--- config.mk ---
export PLATFORM = sky130hd
export DESIGN_NAME = tt_um_drum_goekce
export DESIGN_NICKNAME = d
export VERILOG_FILES = /design/src/rtl/drum_pkg.sv /design/src/rtl/drum_mult.sv /design/src/rtl/tt_um_drum_goekce.sv
export SDC_FILE = /design/constraint.sdc
export NUM_CORES = 1
export LEC_CHECK = 0
export ABC_CLOCK_PERIOD_IN_PS = 10500
export CORE_MARGIN = 10
export CORE_UTILIZATION = 60
export CTS_CLUSTER_DIAMETER = 150
export CTS_CLUSTER_SIZE = 10
export DETAILED_ROUTE_END_ITERATION = 16
export GPL_TIMING_DRIVEN = 0
export PLACE_DENSITY = 0.78
export SYNTH_ARGS = -nofsm -noshare
export SYNTH_HDL_FRONTEND = slang
export SYNTH_SLANG_ARGS = --single-unit
export TNS_END_PERCENT = 10
--- constraint.sdc ---
create_clock -name clk -period 10.5 [get_ports clk]
set_input_delay 2.1 -clock clk [delete_from_list [all_inputs] [get_ports clk]]
set_output_delay 2.1 -clock clk [all_outputs]
set_load 0.02 [all_outputs]
--- src/rtl/drum_pkg.sv ---
// drum_pkg: default DRUM parameters shared by the multiplier and the top level
package drum_pkg;
    localparam int DRUM_K         = 3;
    localparam int DRUM_N         = 4;
    localparam int DRUM_M         = 4;
    localparam int DRUM_RAM_BYTES = 32;
    localparam int DRUM_AW        = $clog2(DRUM_RAM_BYTES);
endpackage

--- src/rtl/drum_mult.sv ---
// drum_mult: combinational DRUM approximate multiplier (truncate to k bits, force LSB, shift back)
module drum_mult
    import drum_pkg::*;
#(
    parameter int k = DRUM_K,
    parameter int n = DRUM_N,
    parameter int m = DRUM_M
) (
    input  logic [n-1:0]   i_a,
    input  logic [m-1:0]   i_b,
    output logic [n+m-1:0] o_p
);
    localparam int W  = (n > m) ? n : m;
    localparam int SW = $clog2(W + 1);
    localparam int PW = n + m;

    function automatic void approx(input logic [W-1:0] x, output logic [k-1:0] t, output logic [SW-1:0] s);
        int p;
        int sh;
        logic [W-1:0] sx;
        p = 0;
        for (int i = 0; i < W; i++) if (x[i]) p = i;
        sh = (p < k) ? 0 : p - k + 1;
        sx = x >> sh;
        t  = (p < k) ? x[k-1:0] : {sx[k-1:1], 1'b1};
        s  = SW'(sh);
    endfunction

    logic [k-1:0]  w_ta, w_tb;
    logic [SW-1:0] w_sa, w_sb;

    // segment both operands; small values pass through exactly
    always_comb begin
        approx(W'(i_a), w_ta, w_sa);
        approx(W'(i_b), w_tb, w_sb);
    end

    assign o_p = (PW'(w_ta) * PW'(w_tb)) << ({1'b0, w_sa} + {1'b0, w_sb});
endmodule

--- src/rtl/tt_um_drum_goekce.sv ---
// tt_um_drum_goekce: Tiny Tapeout wrapper with DRUM multiplier and a product log RAM
module tt_um_drum_goekce
    import drum_pkg::*;
#(
    parameter int k         = DRUM_K,
    parameter int n         = DRUM_N,
    parameter int m         = DRUM_M,
    parameter int RAM_BYTES = DRUM_RAM_BYTES
) (
    input  logic       clk,
    input  logic       rst_n,
    input  logic       ena,
    input  logic [7:0] ui_in,
    output logic [7:0] uo_out,
    input  logic [7:0] uio_in,
    output logic [7:0] uio_out,
    output logic [7:0] uio_oe
);
    localparam int AW = $clog2(RAM_BYTES);
    localparam int PW = n + m;

    logic [PW-1:0] w_prod;
    logic [PW-1:0] r_ram [RAM_BYTES];
    logic [AW-1:0] r_wptr;
    logic [AW-1:0] w_rd_addr;
    logic          w_store, w_clr, w_read, w_unused;

    assign w_store   = uio_in[5];
    assign w_clr     = uio_in[6];
    assign w_read    = uio_in[7];
    assign w_rd_addr = uio_in[AW-1:0];
    assign w_unused  = &{1'b0, ena, ui_in, uio_in};
    assign uio_out   = '0;
    assign uio_oe    = '0;

    drum_mult #(.k(k), .n(n), .m(m)) u_mult (
        .i_a(ui_in[n-1:0]),
        .i_b(ui_in[n+m-1:n]),
        .o_p(w_prod)
    );

    // log products at the write pointer; the pin named rst_n is an active-high reset
    always_ff @(posedge clk) begin
        if (rst_n) begin
            for (int i = 0; i < RAM_BYTES; i++) r_ram[i] <= '0;
            r_wptr <= '0;
        end else begin
            if (w_store) r_ram[r_wptr] <= w_prod;
            if (w_clr) r_wptr <= '0;
            else if (w_store) r_wptr <= (r_wptr == AW'(RAM_BYTES - 1)) ? '0 : r_wptr + 1'b1;
        end
    end

    // output either the live product or a log entry; addresses past the log read as zero
    always_comb begin
        uo_out = w_read ? ((int'(w_rd_addr) < RAM_BYTES) ? 8'(r_ram[w_rd_addr]) : 8'h00) : 8'(w_prod);
    end
endmodule

==> reports/qor.yml <==
outcome: "completed"
cp-end-kind: "primary output"
cts-root-buf: "clkbuf_16"
clk_path_buf_depth: 3
hold_slack_ns: 0.597
drive_gt1_share_pct: 16.4
row_count: 52
wl_met1_um: 11100
synthArstFlopShare_pct: 0
place_area_um2: 12900
ys_ff_latch: 261
setup_violations: 0
dieArea_um2: 26500
synth_top_area_share_pct: 62.8
cp-startpoint: "ui_in[3]"
fin_crit_ns: 8.51
pwr-share-seq_pct: 49.5
sw_frac_of_total_pct: 24.9
synth_cell_type_count: 53
drtAntennaViolNets: 0
dpl_worst_slack_ns: 2.07
fin_cells: 1263
drv_slew: 0
required_ns: 8.40
setup_slack_ns: 1.99
seq_area_um2: 7790
overflow: 0
nFillCells: 1428
synth_ff_type: "edfxtp_1"
mostFrequentLayoutCells: "nor2_1, edfxtp_1, mux4_2, nand2_1, clkbuf_1"
synth_top_cells_by_area: "edfxtp_1, mux4_2, nor2_1, nand2b_1, o22ai_1"
final_core_util_pct: 67.9
grt_first_pass_wirelength_um: 47900
ir_drop_uv: 145
arrival_ns: 6.41
io_pins: 43
maxCapViolations: 0
die_h_um: 163
post-cts-setup-buffers: 0
relSlewSlack_pct: 27.8
timing.final.crit_share_pct: 81.0
dr_wl_met2_um: 14800
gp_congestion: 0.949
yosys_warnings: 0
cts-htree-levels: 1
hold_path_class: "reg -> reg"
wl_per_cell_um: 24.9
detail_route.iter0.violations: 1169
synthCells: 907
rsz0062_at_grt: "false"
path_class: "in -> out"
viasPerCell: 6.27
clk_pin_slew_worst_paths_ns: 0.05
num_vias: 7918
antenna_found_initial: 0
fin_setup_tns_ns: 0
drc: 0
fin_area_um2: 13700
placed_cells: 1219
final_common_cell: "nor2_1"
r2r_start: "r_wptr[2]"
fmax_ghz: 0.118
io_buffers: 21
ctsResizeCount: 0
synth_area_um2: 12200
die_w_um: 163
finClkSkew_ns: 0.0171
powerDensity_nw_per_um2: 176
multi_input_area_um2: 4030
layout.nets: 1016
combPwrFrac_pct: 12.6
ys_seq_area_share_pct: 63.6
p_int_mw: 1.82
core_area_um2: 20200
routed_wl_um: 31500
worst_pin_slew_ns: 1.08
wl_met3_um: 4000
finalHoldViolations: 0
min_from: "r_wptr[1]"
clk_latency_ns: 0.55
start_util_pct: 60.7
grt_max_degree: 15
worstSetupStartpointType: "primary input"
post-synth-top-area-cell: "edfxtp_1"
dpl.hpwl_um: 21600
p_clk_share_pct: 37.8
cts-buffers-inserted: 30
ctsHoldBuffers: 0
p_sw_uw: 602
cts_sinks: 261
cts_tree: "done"
path_max_fanout: 6
routed.top_layer: "met4"
area_growth_pct: 11.9
total_power_mw: 2.42
grt_pass1_vias: 7921
synth.avg_cell_area_um2: 13.5
p_leak_nw: 4.75
synth_edf_count: 256
track_usage_pct: 23.9
first_pass_iters: 7
[worst paths after layout]
path	to	slack (ns)	cells past startpoint
setup reg to reg	r_ram[5][1]	7.89	4
setup / recovery	uo_out[5]	1.99	13
hold reg to reg	r_wptr[1]	0.60	2
hold / removal	r_wptr[1]	0.60	2
[per-layer routing]
| metal | vias up | global-route usage [%] |
|---|---|---|
| li1 | 3428 | - |
| met1 | 3783 | 31.7 |
| met2 | 600 | 37.7 |
| met3 | 107 | 5.71 |
| met4 | 0 | 9.30 |
| met5 | - | 0 |
[logic make-up after synthesis]
kind of cell,synth area share (%)
and+or+nand+nor,14.0
DFF,63.6
buffers and inverters,4.15
muxes,12.7
AOI/OAI and AO/OA,3.35
adders and majority gates,1.82
xor gates and xnor gates,0.347
other,0.0306
[sequential cells by signal, summed over array words and instances (netlist names)]
name,count
r_ram,256
r_wptr,5
[synth_stat cells, drive strengths merged, types with 2 or more instances]
master and count:
a211oi 2, a21o 3, a21oi 6, and2 4, and3 2, and3b 2
buf 55, clkbuf 29, dfxtp 5, edfxtp 256, fa 3, ha 13
inv 6, mux2 2, mux2i 9, mux4 64, nand2 45, nand2b 34
nand3 3, nand3b 4, nor2 272, nor3 7, nor3b 4, nor4 7
o211ai 5, o21ai 9, o22ai 30, or3 4, or3b 3, xor2 3
[worst max-delay path: stages]
cell             delay (ns)
clkdlybuf4s50_1        0.58
mux2i_1                0.16
or2_2                  0.33
fa_1                   0.50
inv_1                  0.04
ha_1                   0.21
fa_1                   0.44
mux2_2                 0.31
nand3_1                0.09
nor2_1                 0.04
a21oi_1                0.73
o21ai_0                0.27
clkdlybuf4s50_1        0.61
[final cells by class]
class,count,area share [%]
sequential,261,56.8
multi-input combinational,576,29.4
clock buffer,42,5.96
buffer,85,3.54
tap,270,2.47
timing repair buffer,21,1.53
inverter,6,0.164
clock inverter,1,0.0639
antenna,1,0.0183
[power by group through the flow]
stage	registers, mW	clock network (mW)	logic (mW)
CTS	1.20	0.913	0.298
global route	1.20	0.954	0.324
detailed placement	1.22	0	0.297
finish	1.20	0.915	0.306
global placement	1.21	0	0.293
floorplan	1.21	0	0.196
(Power assumes the default switching activity.)
